## src/rtl/clk_div_pkg.sv

```systemverilog
// Shared types and default sizing for the programmable clock divider.
package clk_div_pkg;

  typedef enum logic {
    MODE_SQUARE = 1'b0,
    MODE_PULSE  = 1'b1
  } mode_t;

  localparam int unsigned CNT_W_DEF   = 24;
  localparam int unsigned DEF_DIV_DEF = 2500000;

endpackage

```

## src/rtl/clk_div_ch.sv

```systemverilog
// One divider channel: counter, divisor, mode, registered clkout and tick.
module clk_div_ch
  import clk_div_pkg::*;
#(
  parameter int unsigned CNT_W   = CNT_W_DEF,
  parameter int unsigned DEF_DIV = DEF_DIV_DEF
) (
  input  logic             clkin,
  input  logic             rst,
  input  logic             en,
  input  logic             sync,
  input  logic             load,
  input  logic [CNT_W-1:0] ld_div,
  input  logic             ld_mode,
  output logic             clkout,
  output logic             tick
);

  logic [CNT_W-1:0] cnt;
  logic [CNT_W-1:0] d;
  mode_t            m;
  logic             term;

  // Terminal count detect; cnt never exceeds d so equality is sufficient.
  always_comb begin
    term = (cnt == d);
  end

  // Priority: reset, then config write / sync restart, then enabled counting.
  // In pulse mode clkout tracks tick, so it drops whenever tick does.
  always_ff @(posedge clkin) begin
    if (rst) begin
      cnt    <= '0;
      d      <= CNT_W'(DEF_DIV);
      m      <= MODE_SQUARE;
      clkout <= 1'b0;
      tick   <= 1'b0;
    end else if (load || sync) begin
      cnt    <= '0;
      clkout <= 1'b0;
      tick   <= 1'b0;
      if (load) begin
        d <= ld_div;
        m <= mode_t'(ld_mode);
      end
    end else if (en) begin
      if (term) begin
        cnt    <= '0;
        tick   <= 1'b1;
        clkout <= (m == MODE_PULSE) ? 1'b1 : ~clkout;
      end else begin
        cnt  <= cnt + CNT_W'(1);
        tick <= 1'b0;
        if (m == MODE_PULSE) clkout <= 1'b0;
      end
    end else begin
      tick <= 1'b0;
      if (m == MODE_PULSE) clkout <= 1'b0;
    end
  end

endmodule

```

## src/rtl/clk_div_prog.sv

```systemverilog
// Multi-channel programmable clock divider with shared config port and sync.
module clk_div_prog
  import clk_div_pkg::*;
#(
  parameter  int unsigned N_CH    = 4,
  parameter  int unsigned CNT_W   = CNT_W_DEF,
  parameter  int unsigned DEF_DIV = DEF_DIV_DEF,
  localparam int unsigned CH_W    = (N_CH > 1) ? $clog2(N_CH) : 1
) (
  input  logic             clkin,
  input  logic             rst,
  input  logic [N_CH-1:0]  en,
  input  logic             sync,
  input  logic             cfg_we,
  input  logic [CH_W-1:0]  cfg_ch,
  input  logic [CNT_W-1:0] cfg_div,
  input  logic             cfg_mode,
  output logic [N_CH-1:0]  clkout,
  output logic [N_CH-1:0]  tick
);

  logic [N_CH-1:0] load;

  // Decode the write target; out-of-range channel numbers match nothing.
  always_comb begin
    load = '0;
    for (int unsigned i = 0; i < N_CH; i++) begin
      if (cfg_we && (cfg_ch == CH_W'(i))) load[i] = 1'b1;
    end
  end

  for (genvar g = 0; g < N_CH; g++) begin : g_ch
    clk_div_ch #(
      .CNT_W   (CNT_W),
      .DEF_DIV (DEF_DIV)
    ) u_ch (
      .clkin   (clkin),
      .rst     (rst),
      .en      (en[g]),
      .sync    (sync),
      .load    (load[g]),
      .ld_div  (cfg_div),
      .ld_mode (cfg_mode),
      .clkout  (clkout[g]),
      .tick    (tick[g])
    );
  end

endmodule

```

## config.mk

```make
export PLATFORM = sky130hd
export DESIGN_NAME = clk_div_prog
export DESIGN_NICKNAME = d
export VERILOG_FILES = /design/src/rtl/clk_div_pkg.sv /design/src/rtl/clk_div_ch.sv /design/src/rtl/clk_div_prog.sv
export SDC_FILE = /design/constraint.sdc
export NUM_CORES = 1
export LEC_CHECK = 0
export BUFFER_PORTS_ARGS = -buffer_cell sky130_fd_sc_hd__buf_2
export CAP_MARGIN = 10
export CORE_MARGIN = 2
export CORE_UTILIZATION = 50
export DETAILED_ROUTE_END_ITERATION = 12
export PLACE_DENSITY = 0.67
export SLEW_MARGIN = 20
export SYNTH_ARGS = -nofsm -noshare
export SYNTH_HDL_FRONTEND = slang
export SYNTH_SLANG_ARGS = --single-unit
```

## constraint.sdc

```tcl
create_clock -name clkin -period 2.2 [get_ports clkin]
set_input_delay 0.11 -clock clkin [delete_from_list [all_inputs] [get_ports clkin]]
set_output_delay 0.11 -clock clkin [all_outputs]
set_load 0.01 [all_outputs]
```

# Word level (Yosys, flattened, before mapping)
# Cells that the tools add are included.
[totals]
ff_bits = 204
in_bits = 35
out_inout_bits = 8
wordCells = 88
[classes]
addsub = 4
n_eq_ne = 7
mux = 28
n_bitwise = 8
n_reduce_logical = 21
[ops]
columns = ["cell", "count"]
rows = [
  ["24-bit by 1-bit adder with 24-bit output, second input constant", 4],
  ["24-bit equality test", 4],
  ["24-bit 2-to-1 mux", 4],
  ["1-bit 2-to-1 mux", 24],
  ["3-bit OR reduction", 4],
  ["1-bit NOT", 8],
  ["2-bit AND reduction", 4],
  ["2-bit OR reduction", 4],
  ["2-bit equality test, second input constant", 2],
  ["1-bit logical AND", 4],
  ["1-bit logical OR", 4],
  ["2-bit by 1-bit equality test with 1-bit output, second input constant", 1],
  ["2-bit logical NOT", 1],
]

# Depth between registers and ports, before layout
# Gate-level depths: netlist of run 1.
[logic_depth]
word_depth = 5
ltp_mapped = 7
mapped_depth_nobuf = 6

# Modules after synthesis
# Synthesis of run 1 repeated with hierarchy kept, for this count alone.
[unflattened]
hier_cells = 980
area_unflattened_um2 = 9126.3
[by_module_without_submodules]
columns = ["module", "instances", "cells_per_inst", "area_each_um2", "seq_area_each_um2"]
rows = [
  ["clk_div_ch", 4, 244, 2272.2, 1021.0],
  ["clk_div_prog", 1, 4, 37.5, 0.0],
]

# Worst setup path after synthesis of run 1
# Ideal clock, no wire load.
[synth_path]
path_kind = "register to register"
from = "register g_ch[3].u_ch.cnt[1]"
to = "register g_ch[3].u_ch.cnt[11]"
setup_ns = 0.115
t_arrival_ns = 1.627
required_time_ns = 2.085
setup_slack_ns = 0.459
path_stages_with_launch = 7
n_path_buf = 1
period_less_slack_ns = 1.741
cell_sequence = "dfxtp_1 xnor2_1 nand4_1 or4_4 o21bai_2 buf_4 nor2_1"
[synth_via]
elab_chain_cells = 2
elab_cells_between_ends = 3
classes_between = "add/sub: 1; eq/ne: 1; mux: 1"
[synth_lines]
columns = ["element", "line_no", "source"]
rows = [
  ["start: declaration", "clk_div_ch.sv:19", "logic [CNT_W-1:0] cnt;"],
  ["start signal: assignment", "clk_div_ch.sv:52", "cnt <= cnt + CNT_W'(1);"],
  ["24-bit by 1-bit adder with 24-bit output / 24-bit equality test (equally long branches)", "clk_div_ch.sv:52, clk_div_ch.sv:26", ""],
  ["24-bit 2-to-1 mux *", "clk_div_ch.sv:47", "if (term) begin"],
]
# Every way passes the cells marked *; elsewhere a longest branch is shown, timed or not.
# A chain may end at the register's enable or synchronous reset.

# Worst setup path after layout of run 1
[layout_path]
from = "register g_ch[0].u_ch.cnt[0]"
to = "register g_ch[0].u_ch.cnt[16]"
[layout_via]
elab_chain_cells = 2
elab_cells_between_ends = 3
classes_between = "add/sub: 1; eq/ne: 1; mux: 1"
[layout_lines]
columns = ["element", "line_no"]
rows = [
  ["start: declaration", "clk_div_ch.sv:19"],
  ["start signal: assignment", "clk_div_ch.sv:52"],
  ["24-bit by 1-bit adder with 24-bit output / 24-bit equality test (equally long branches)", "clk_div_ch.sv:52, clk_div_ch.sv:26"],
  ["24-bit 2-to-1 mux *", "clk_div_ch.sv:47"],
]
# Marks and branches as above.

==> reports/qor_table.md, run 1 <==
| Result | This run |
|:---|:---|
| Slowest cell on crit path | nor4_2 |
| Cell count after placement | 1340 |
| Synth Flop Type | dfxtp_1 |
| Fill cell total of the finished layout | 1637 |
| Met2 wire length | 10.2 mm |
| Crit path DAT | 2270 ps |
| Yosys warnings | 0 |
| Setup skew after layout | 7.69 ps |
| Final critical-path required period | 1890 ps |
| Clock transition at the registers of the reported paths | 60 ps |
| Die Height | 140 um |
| Final hold viol count | 0 |
| Setup repair after global routing missed its margin | no |
| CP startpoint kind | flip-flop |
| Global-route wire length before repair | 36.4 mm |
| Initial core utilization | 51.2% |
| Capturing element type of the critical path | flip-flop |
| Final weighted congestion in routability-driven placement | 0.891 |
| Clock insertion delay at the later pin of the skew report | 510 ps |
| Post-layout nets | 1203 |
| Antenna violations before repair | 0 |
| Number of port buffers | 42 |
| Post-synthesis instance area | 0.00926 mm^2 |
| Cells traversed along the worst timing path | ha_1 > nand4_1 > nor4_2 > nand4_1 > xor2_1 > nor2_1 |
| Per-cell via count in the routed design | 5.30 |
| Post-synthesis async set-or-reset flop share | 0% |
| Number of violations reported at the end of detailed-routing iteration 0 | 513 |
| DRC violations left | 0 |
| Remaining antenna violation count | 0 |
| Total of cells resized after clock tree synthesis | 0 |
| TritonCTS Buffers | 22 |
| Maximum fanout along the worst path | 5 |
| Max-Cap Viols | 0 |
| Cell with the most instances on the worst path | nand4_1 |
| Seq/Total Area, Yosys | 44.1% |
| Average instance area after synthesis | 8.32 um^2 |
| Highest Clock Rate | 0.530 GHz |
| Wirelength, routed | 22.3 mm |
| Crit path from | g_ch[0].u_ch.cnt[0]$_SDFFE_PP0P_ |
| DR vias | 7453 |
| Final Util | 58.5% |
| Total power of the final layout | 0.00780 W |
| Core Rows | 49 |
| M1 WL | 10.5 mm |
| CTS tree | built |
| Count of pins on the block boundary | 43 |
| Total core area | 0.0181 mm^2 |
| Worst slack after detailed placement | 328 ps |
| Number of H-tree levels | 1 |
| Crit Path Class | flip-flop to flip-flop |
| Count of unique library cells instantiated by Yosys | 38 |
| Non-Filler Instances | 1406 |
| Die outline width | 140 um |
| Seq. cell area | 0.00408 mm^2 |
| Met3 WL post-DR | 998 um |
| Post-Syn Instances | 1113 |
| Worst slew margin | 35.7% |
| Number of clock sinks | 204 |
| Startpoint of the lowest-slack register-to-register path | g_ch[0].u_ch.cnt[0]$_SDFFE_PP0P_ |
| Routed wire length per instance | 15.9 um |
| Die Outline Area | 0.0196 mm^2 |
| Longest Clk Path Bufs | 3 |
| R2r setup slk | 310 ps |
| Critical register-to-register path endpoint | g_ch[0].u_ch.cnt[16]$_SDFFE_PP0P_ |
| Remaining Overflow, GRT | 0 |
| Transition time of the tightest slew-check pin | 965 ps |
| Pin count of the biggest net entering global routing | 101 |
| IR Drop Worst-Case VDD | 0.531 mV |
| Crit path capture | g_ch[0].u_ch.cnt[16]$_SDFFE_PP0P_ |
| Post-synth EDFFs | 0 |
| Power Density | 738 mW/mm^2 |
| Final worst path period share | 85.8% |
| Slew Limit Fails | 0 |
| Finish-stage setup viols | 0 |
| Synthesis-to-finish area growth | 14.2% |
| Via count of the first global-routing pass | 7017 |
| Setup slack after layout | 312 ps |
| Number of storage elements in the synthesis netlist | 204 |
| Status | complete, no violations |
| Cells on worst reg2reg path | 6 |
| Total global routing track utilization | 22.8% |
| Hold crit path type | input pin to flip-flop |
| Total negative slack | 0 ps |
| Net count after synthesis | 1152 |
| Layout cell share with drive strength beyond 1 | 8.67% |
| Critical Path RT | 2580 ps |
| Multi-input gate area in the final layout | 0.00487 mm^2 |
| 1st-pass router iterations | 7 |
| CP peak stage delay | 550 ps |
| Clock tree root buffer cell | clkbuf_16 |
| Top metal layer carrying routed signals | met4 |
| Static power due to leakage | 4.12 nW |
| Placed wire-length estimate after detailed placement | 15.1 mm |
## critical path, delay by kind of cell (launching register included)
kind / cells / cell delay (ps)
xor gates and xnor gates: 1 / 150
and+or+nand+nor: 4 / 990
adders and majority gates: 1 / 200
DFF: 1 / 440
## timing repair
item                                    4_1_cts  5_1_grt
hold buffers                                 29        0
endpoints found under the setup margin        0        0
setup buffers                                 0        0
endpoints found under the hold margin       109        0
## cell type report
| class | instances | area share (%) |
|---|---|---|
| clock inverters | 3 | 0.142 |
| repair buffers | 88 | 5.94 |
| diodes | 1 | 0.0237 |
| multi-input cells | 842 | 46.1 |
| well taps | 229 | 2.71 |
| inverters | 6 | 0.213 |
| clock buffers | 33 | 6.27 |
| flip-flops and latches | 204 | 38.6 |
## report_power, final
part	internal [W]	switching [W]	total (W)	leakage [nW]
registers	0.00377	0.0000626	0.00383	1.65
logic	0.000190	0.000286	0.000476	2.13
clock network	0.00206	0.00143	0.00349	0.337
total	0.00602	0.00178	0.00780	4.12
## sequential cells by signal (all words and copies together) (netlist names)
| name | flops |
|---|---|
| g_ch.u_ch.tick | 4 |
| g_ch.u_ch.cnt | 96 |
| g_ch.u_ch.m | 4 |
| g_ch.u_ch.d | 96 |
| g_ch.u_ch.clkout | 4 |
## how the worst min path moves through the flow
| stage | cells after the start | start | slack (ps) | endpoint |
|---|---|---|---|---|
| floorplan | 2 | cfg_div[10] | 230 | g_ch[1].u_ch.d[10]$_SDFFE_PP1P_ |
| global placement | 3 | cfg_div[20] | 420 | g_ch[2].u_ch.d[20]$_SDFFE_PP0P_ |
| detailed placement | 3 | cfg_div[20] | 420 | g_ch[2].u_ch.d[20]$_SDFFE_PP0P_ |
| CTS | 5 | sync | 50 | g_ch[2].u_ch.clkout$_SDFF_PP0_ |
| global route | 5 | sync | 110 | g_ch[1].u_ch.clkout$_SDFF_PP0_ |
| finish | 5 | sync | 60 | g_ch[2].u_ch.clkout$_SDFF_PP0_ |
## layout by cell type, fill, tap and decap left out, drive strengths merged, types with 6 or more instances in the layout
cell / instances
nand2: 242
dfxtp: 204
xor2: 135
nor2: 113
a21oi: 69
buf: 59
xnor2: 53
nand4: 40
nor4: 36
nand3: 34
nand3b: 33
clkbuf: 33
dlygate4sd3: 29
nor3: 24
and3: 13
and4: 11
inv: 6
nor2b: 6
## per-layer routing
metal | vias to the layer above | GRT usage, %
li1 | 3809 | -
met1 | 3427 | 31.6
met2 | 171 | 36.9
met3 | 46 | 2.94
met4 | 0 | 7.50
met5 | - | 0
## metrics by stage
stage / area [um^2] / hold slack [ps]
3_3_place_gp: 9600 / 421
5_1_grt: 10600 / 110
4_1_cts: 10600 / 48.1
6_report: 10600 / 57.6
3_5_place_dp: 9600 / 422
2_1_floorplan: 9260 / 231
## logic make-up (layout without fill, tap and decap cells)
group	count (synthesis)	count (layout)	synth area share, %
xor gates and xnor gates	188	188	17.8
other	0	1	0
buffers and inverters	67	130	3.34
DFF	204	204	44.1
adders and majority gates	4	4	0.541
AOI/OAI and AO/OA	78	78	4.47
muxes	4	4	0.433
and+or+nand+nor	568	568	29.3
## Yosys cell counts, types with 3 or more instances
master	n	area, um^2
inv_1	6	22.5
clkbuf_1	40	150
buf_4	10	75.1
nand3b_1	33	248
and4_1	11	96.3
and3_1	13	81.3
dfxtp_1	204	4080
xnor2_1	53	464
buf_2	9	45.0
o21ai_0	3	15.0
nand3_1	34	170
nand4_1	40	250
mux2i_1	4	40.0
and2_1	4	25.0
nor4_2	3	37.5
nor4_1	32	200
xor2_1	135	1180
a21oi_1	69	345
nand2_1	242	908
ha_1	4	50.1
nor2_1	113	424
nor3_1	24	120
or2_2	3	18.8
nor2b_1	6	37.5
No activity file was read; power rests on OpenSTA's default activity.
==> run 2: changes to the inputs <==
Settings changed: CORE_ASPECT_RATIO set to 0.75.
==> run 2 against run 1 <==
  * Utilization fell by 0.86 points
  * Flip-flop and latch count did not move
  * Critical path type unchanged
  * Largest cell class unchanged
  * Critical path depth stayed put
  * First-iteration DRC count up 12%
  * Final area fell by 0.35%
  * Critical endpoint is now g_ch[3].u_ch.cnt[19]$_SDFFE_PP0P_
  * Final cell count grew 0.92%
  * Die area is essentially flat
  * Non-clock buffer count unchanged
  * Clock power is 6.9% lower
  * Via count is 0.79% higher
==> reports/qor_table.md, run 2 (synthesis gave the netlist of run 1 again) <==
| Result | This run | Delta |
|:---|:---|:---|
| Antenna violations before repair | 0 | unchanged |
| Routed wire length per instance | 16.2 um | +2.2% |
| Remaining Overflow, GRT | 0 | unchanged |
| Startpoint of the lowest-slack register-to-register path | g_ch[3].u_ch.cnt[1]$_SDFFE_PP0P_ |  |
| Finish-stage setup viols | 0 | unchanged |
| Longest Clk Path Bufs | 3 | unchanged |
| Number of port buffers | 42 | unchanged |
| CP peak stage delay | 580 ps | +30 ps |
| CTS tree | built |  |
| Worst slack after detailed placement | 345 ps | +17.0 ps |
| Per-cell via count in the routed design | 5.29 | -0.13% |
| Max-Cap Viols | 0 | unchanged |
| Worst slew margin | 34.6% | -1.1 points |
| Remaining antenna violation count | 0 | unchanged |
| DRC violations left | 0 | unchanged |
| Slew Limit Fails | 0 | unchanged |
| Highest Clock Rate | 0.528 GHz | -0.24% |
| Wirelength, routed | 23.0 mm | +3.1% |
| Total power of the final layout | 0.00757 W | -3.0% |
| Die Height | 122 um | -13% |
| Count of pins on the block boundary | 43 | unchanged |
| Final weighted congestion in routability-driven placement | 0.860 | -3.5% |
| Total global routing track utilization | 23.9% | +1.1 points |
| Static power due to leakage | 4.09 nW | -0.77% |
| TritonCTS Buffers | 20 | -9.1% |
| Number of violations reported at the end of detailed-routing iteration 0 | 572 | +12% |
| Capturing element type of the critical path | flip-flop |  |
| Worst hold slack | 72.2 ps | +14.6 ps |
| Synthesis-to-finish area growth | 13.8% |  |
| Crit Path Class | flip-flop to flip-flop |  |
| Transition time of the tightest slew-check pin | 981 ps | +16.4 ps |
| Number of cells on the critical path | 6 | unchanged |
| Initial core utilization | 50.6% | -0.58 points |
| Pin count of the biggest net entering global routing | 101 | unchanged |
| Combinational fraction of design power | 6.4% | +0.3 points |
| IR Drop Worst-Case VDD | 0.484 mV | -8.8% |
| Total core area | 0.0183 mm^2 | +1.1% |
| Number of cells on the worst hold path | 5 | unchanged |
| Cells traversed along the worst timing path | xnor2_1 > nand4_1 > or4_4 > o21bai_2 > buf_4 > nor2_1 |  |
| Internal power of the cells | 0.00583 W | -3.2% |
| Final worst path period share | 86.0% | +0.21 points |
| Maximum fanout along the worst path | 15 | +10 |
| Total negative slack | 0 ps | unchanged |
| Sw Share | 22.9% | +0.12 points |
| Setup repair after global routing missed its margin | no |  |
| Largest regs | g_ch.u_ch.cnt (96), g_ch.u_ch.d (96) |  |
| Status | complete, no violations |  |
| Power Density | 718 mW/mm^2 | -2.7% |
| Placed wire-length estimate after detailed placement | 15.9 mm | +5.6% |
| Post-layout nets | 1201 | -0.17% |
| Clock tree root buffer cell | clkbuf_16 |  |
| Core Rows | 43 | -12% |
| WP buf/inv | 1 | +1 |
| Crit path DAT | 2270 ps | about the same |
| 1st-pass router iterations | 5 | -2 |
| Count of antenna diodes in the layout | 0 | -1 |
| Layout cell share with drive strength beyond 1 | 8.28% | -0.40 points |
| Start point of the worst min-delay path | sync |  |
| Hold crit path type | input pin to flip-flop |  |
| Most common cell after layout, fill and taps aside | nand2_1 |  |
| R2r setup slk | 310 ps | about the same |
| Number of clock sinks | 204 | unchanged |
| Final Util | 57.6% | -0.86 points |
| Cells on worst reg2reg path | 6 | unchanged |
| Slowest cell on crit path | or4_4 |  |
| Total of cells resized after clock tree synthesis | 0 | unchanged |
| Capture endpoint of the worst hold path | g_ch[2].u_ch.clkout$_SDFF_PP0_ |  |
| Number of H-tree levels | 1 | unchanged |
| Clock transition at the registers of the reported paths | 60 ps | about the same |
| Final critical-path required period | 1890 ps | +4.53 ps |
| Clock insertion delay at the later pin of the skew report | 490 ps | -20 ps |
| Dominant delay contributor by cell family on the critical path | simple AND/OR/NAND/NOR gates |  |
| Die Outline Area | 0.0196 mm^2 | about the same |
| Leading cell types in the layout, fill and taps excluded | nand2_1 (242), dfxtp_1 (204), xor2_1 (135), nor2_1 (113), a21oi_1 (69) |  |
| DR vias | 7512 | +0.79% |
| Sw power | 0.00174 W | -2.5% |
| Final hold viol count | 0 | unchanged |
| Setup skew after layout | 6.35 ps | -1.33 ps |
| Via count of the first global-routing pass | 7052 | +0.50% |
| Sequential share of power | 50.7% | +1.5 points |
| Setup slack after layout | 307 ps | -4.53 ps |
| Critical register-to-register path endpoint | g_ch[3].u_ch.cnt[19]$_SDFFE_PP0P_ |  |
| Die outline width | 161 um | +15% |
| Critical Path RT | 2580 ps | about the same |
| Clk network pwr share | 43.0% | -1.7 points |
| Global-route wire length before repair | 37.5 mm | +3.2% |
| CP startpoint kind | flip-flop |  |
==> run 2: worst max-delay path by stage <==
stage / start / to / slack, ps
after floorplan: g_ch[3].u_ch.cnt[1]$_SDFFE_PP0P_ / g_ch[3].u_ch.cnt[11]$_SDFFE_PP0P_ / 460
after global placement: g_ch[3].u_ch.cnt[1]$_SDFFE_PP0P_ / g_ch[3].u_ch.clkout$_SDFF_PP0_ / 390
after detailed placement: g_ch[0].u_ch.cnt[0]$_SDFFE_PP0P_ / g_ch[0].u_ch.cnt[16]$_SDFFE_PP0P_ / 340
after CTS: g_ch[3].u_ch.cnt[1]$_SDFFE_PP0P_ / g_ch[3].u_ch.cnt[15]$_SDFFE_PP0P_ / 320
after global routing: g_ch[0].u_ch.cnt[0]$_SDFFE_PP0P_ / g_ch[0].u_ch.cnt[16]$_SDFFE_PP0P_ / 140
final: g_ch[3].u_ch.cnt[1]$_SDFFE_PP0P_ / g_ch[3].u_ch.cnt[19]$_SDFFE_PP0P_ / 310
==> run 2: area by class of cell <==
cell class | instances | area, um^2
clock inverter | 1 | 5.00
timing repair buffer | 88 | 641
inverter | 6 | 22.5
sequential | 204 | 4080
tap | 247 | 309
multi-input combinational | 842 | 4870
fill | 1679 | 7760
clock buffer | 31 | 603
==> run 2: per-stage QoR <==
stage	instance area, um^2	cells
floorplan	9260	1113
global placement	9640	1358
detailed placement	9640	1358
CTS	10500	1419
global route	10500	1419
finish	10500	1419
==> run 2: power groups by stage <==
stage | registers, W | logic [W] | clock network, W
6_report | 0.00383 | 0.000481 | 0.00325
5_1_grt | 0.00384 | 0.000531 | 0.00346
4_1_cts | 0.00383 | 0.000475 | 0.00331
3_5_place_dp | 0.00392 | 0.000434 | 0
3_3_place_gp | 0.00391 | 0.000428 | 0
2_1_floorplan | 0.00390 | 0.000279 | 0
==> run 2: tightest hold or removal path, cell delays in order <==
cell and delay [ps]:
buf_2 70, nor2_1 30, buf_4 160, nand3_1 70
o21ai_0 60
==> run 2: what timing repair did <==
item / in CTS / in global routing
endpoints found under the setup margin: 0 / 0
setup buffers: 0 / 0
hold buffers: 29 / 0
hold endpoints to repair: 110 / 0
==> run 2: layer usage <==
| layer | vias up | wire length (um) | global-route usage (%) |
|---|---|---|---|
| met1 | 3512 | 11400 | 34.9 |
| li1 | 3807 | - | - |
| met2 | 152 | 10100 | 37.3 |
| met3 | 41 | 1110 | 3.17 |
| met4 | 0 | 427 | 6.08 |
| met5 | - | 0 | 0 |
==> run 3: changes to the inputs <==
Settings changed: CTS_BUF_LIST set to sky130_fd_sc_hd__clkbuf_16.
==> run 3 against run 2 <==
  * Clock skew shrank 0.50 ps
  * Non-clock buffer count is the same
  * Highest routed layer unchanged
  * Total power shrank 2.2%
  * Sequential power is essentially flat
  * Final cell count is the same
  * Combinational power is essentially flat
  * Hold slack lost 2.3 ps
  * Setup slack is essentially flat
==> reports/qor_table.md, run 3 (synthesis gave the netlist of run 1 again) <==
| Result | This run | Delta |
|:---|:---|:---|
| Status | complete, no violations |  |
| Global-route wire length before repair | 37.5 mm | about the same |
| Final weighted congestion in routability-driven placement | 0.860 | unchanged |
| Crit Path Class | flip-flop to flip-flop |  |
| Via count of the first global-routing pass | 7048 | -0.057% |
| Total core area | 0.0183 mm^2 | unchanged |
| Cells on worst reg2reg path | 6 | unchanged |
| Per-cell via count in the routed design | 5.29 | about the same |
| Setup skew after layout | 5.85 ps | -0.501 ps |
| Startpoint of the lowest-slack register-to-register path | g_ch[3].u_ch.cnt[1]$_SDFFE_PP0P_ |  |
| Finish-stage setup viols | 0 | unchanged |
| Pin count of the biggest net entering global routing | 101 | unchanged |
| Count of pins on the block boundary | 43 | unchanged |
| Setup slack after layout | 307 ps | -0.286 ps |
| Number of buffers inserted to repair setup after CTS | 0 | unchanged |
| DRC violations left | 0 | unchanged |
| Highest Clock Rate | 0.528 GHz | about the same |
| Critical Path RT | 2580 ps | about the same |
| Die Outline Area | 0.0196 mm^2 | unchanged |
| Post-cts hold buffer count | 29 | unchanged |
| Total global routing track utilization | 23.8% | about the same |
| Leading cell types in the layout, fill and taps excluded | nand2_1 (242), dfxtp_1 (204), xor2_1 (135), nor2_1 (113), a21oi_1 (69) |  |
| Worst slack after detailed placement | 345 ps | unchanged |
| Crit path from | g_ch[3].u_ch.cnt[1]$_SDFFE_PP0P_ |  |
| Wirelength, routed | 23.0 mm | -0.19% |
| Die Height | 122 um | unchanged |
| Transition time of the tightest slew-check pin | 972 ps | -8.87 ps |
| Maximum fanout along the worst path | 15 | unchanged |
| Hold crit path type | input pin to flip-flop |  |
| Slowest cell on crit path | or4_4 |  |
| Total of cells resized after clock tree synthesis | 0 | unchanged |
| Max-Cap Viols | 0 | unchanged |
| Crit path capture | g_ch[3].u_ch.cnt[19]$_SDFFE_PP0P_ |  |
| DR vias | 7508 | -0.053% |
| IR Drop Worst-Case VDD | 0.485 mV | +0.15% |
| Most common cell after layout, fill and taps aside | nand2_1 |  |
| Initial core utilization | 50.6% | unchanged |
| Antenna violations before repair | 0 | unchanged |
| Layout cell share with drive strength beyond 1 | 7.94% | -0.34 points |
| Number of violations reported at the end of detailed-routing iteration 0 | 552 | -3.5% |
| Power Density | 705 mW/mm^2 | -1.8% |
| Number of clock sinks | 204 | unchanged |
| Sw Share | 23.5% | +0.56 points |
| Number of cells on the worst hold path | 5 | unchanged |
| Placed wire-length estimate after detailed placement | 15.9 mm | unchanged |
| Final critical-path required period | 1890 ps | +0.286 ps |
| Remaining Overflow, GRT | 0 | unchanged |
| CP startpoint kind | flip-flop |  |
| Final hold viol count | 0 | unchanged |
| R2r setup slk | 310 ps | about the same |
| Sw power | 0.00174 W | +0.19% |
| Capturing element type of the critical path | flip-flop |  |
| Sequential share of power | 51.8% | +1.1 points |
| Count of antenna diodes in the layout | 0 | unchanged |
| Die outline width | 161 um | unchanged |
| Longest Clk Path Bufs | 3 | unchanged |
| Number of H-tree levels | 1 | unchanged |
| Fill cell total of the finished layout | 1676 | -0.18% |
| Number of port buffers | 42 | unchanged |
| Internal power of the cells | 0.00566 W | -2.9% |
| Clk network pwr share | 41.7% | -1.3 points |
| Cells traversed along the worst timing path | xnor2_1 > nand4_1 > or4_4 > o21bai_2 > buf_4 > nor2_1 |  |
| Total negative slack | 0 ps | unchanged |
| Post-layout nets | 1201 | unchanged |
| Remaining antenna violation count | 0 | unchanged |
| Synthesis-to-finish area growth | 13.4% |  |
| Critical register-to-register path endpoint | g_ch[3].u_ch.cnt[19]$_SDFFE_PP0P_ |  |
| Static power due to leakage | 4.09 nW | about the same |
| Crit path DAT | 2270 ps | about the same |
| Slew Limit Fails | 0 | unchanged |
| TritonCTS Buffers | 20 | unchanged |
| Core Rows | 43 | unchanged |
| CP peak stage delay | 580 ps | about the same |
| Combinational fraction of design power | 6.5% | about the same |
| Routed wire length per instance | 16.2 um | -0.19% |
| Worst slew margin | 35.2% | +0.59 points |
| CTS tree | built |  |
| Clock insertion delay at the later pin of the skew report | 490 ps | about the same |
| Seq. cell area | 0.00408 mm^2 | unchanged |
| Final worst path period share | 86.0% | about the same |
| Largest regs | g_ch.u_ch.cnt (96), g_ch.u_ch.d (96) |  |
| Clock transition at the registers of the reported paths | 60 ps | about the same |
| 1st-pass router iterations | 5 | unchanged |
| Multi-input gate area in the final layout | 0.00487 mm^2 | unchanged |
| Clock tree root buffer cell | clkbuf_16 |  |
| Setup repair after global routing missed its margin | no |  |
## run 3: cell count changes in the layout (fill, tap and decap cells not counted)
cell / change
clkbuf_8: -4
inv_1: +6
clkbuf_1: -6
clkinv_1: +4
## run 3: critical path, delay by kind of cell, from the launching register on
| kind | cells | cell delay (ps) |
|---|---|---|
| AO/OA/AOI/OAI | 1 | 170 |
| AND/OR/NAND/NOR | 3 | 770 |
| buffers and inverters | 1 | 230 |
| flip-flops | 1 | 440 |
| XOR/XNOR | 1 | 160 |
## run 3: how the worst min path moves through the flow
stage,from,end
6_report,sync,g_ch[2].u_ch.clkout$_SDFF_PP0_
5_1_grt,sync,g_ch[2].u_ch.clkout$_SDFF_PP0_
4_1_cts,sync,g_ch[2].u_ch.clkout$_SDFF_PP0_
3_5_place_dp,cfg_div[11],g_ch[2].u_ch.d[11]$_SDFFE_PP0P_
3_3_place_gp,cfg_div[20],g_ch[1].u_ch.d[20]$_SDFFE_PP0P_
2_1_floorplan,cfg_div[10],g_ch[1].u_ch.d[10]$_SDFFE_PP1P_
## run 3: per-stage QoR
stage | hold WS, ps | instance area (um^2) | power [W] | util [%] | instances
3_3_place_gp | 419 | 9640 | 0.00434 | 52.7 | 1358
2_1_floorplan | 231 | 9260 | 0.00417 | - | 1113
4_1_cts | 69.6 | 10500 | 0.00745 | 57.4 | 1419
3_5_place_dp | 426 | 9640 | 0.00435 | 52.7 | 1358
5_1_grt | 109 | 10500 | 0.00766 | 57.4 | 1419
6_report | 69.9 | 10500 | 0.00740 | 57.4 | 1419
## run 3: metal layers
metal	vias to the layer above	routed length [um]	track usage [%]
li1	3803	-	-
met1	3495	11300	34.8
met2	170	10100	37.3
met3	40	1210	3.17
met4	0	447	6.14
met5	-	0	0
## run 3: layout make-up
type	instances	share of cell area, %
multi-input combinational	842	46.4
sequential	204	38.9
timing repair buffer	88	6.10
clock buffer	21	5.01
tap	247	2.95
clock inverter	11	0.405
inverter	6	0.215
## run 3: power by group through the flow
| stage | clock network [W] | logic, W | registers [W] |
|---|---|---|---|
| 2_1_floorplan | 0 | 0.000279 | 0.00390 |
| 3_3_place_gp | 0 | 0.000428 | 0.00391 |
| 3_5_place_dp | 0 | 0.000434 | 0.00392 |
| 4_1_cts | 0.00314 | 0.000475 | 0.00383 |
| 5_1_grt | 0.00329 | 0.000531 | 0.00384 |
| 6_report | 0.00309 | 0.000481 | 0.00383 |
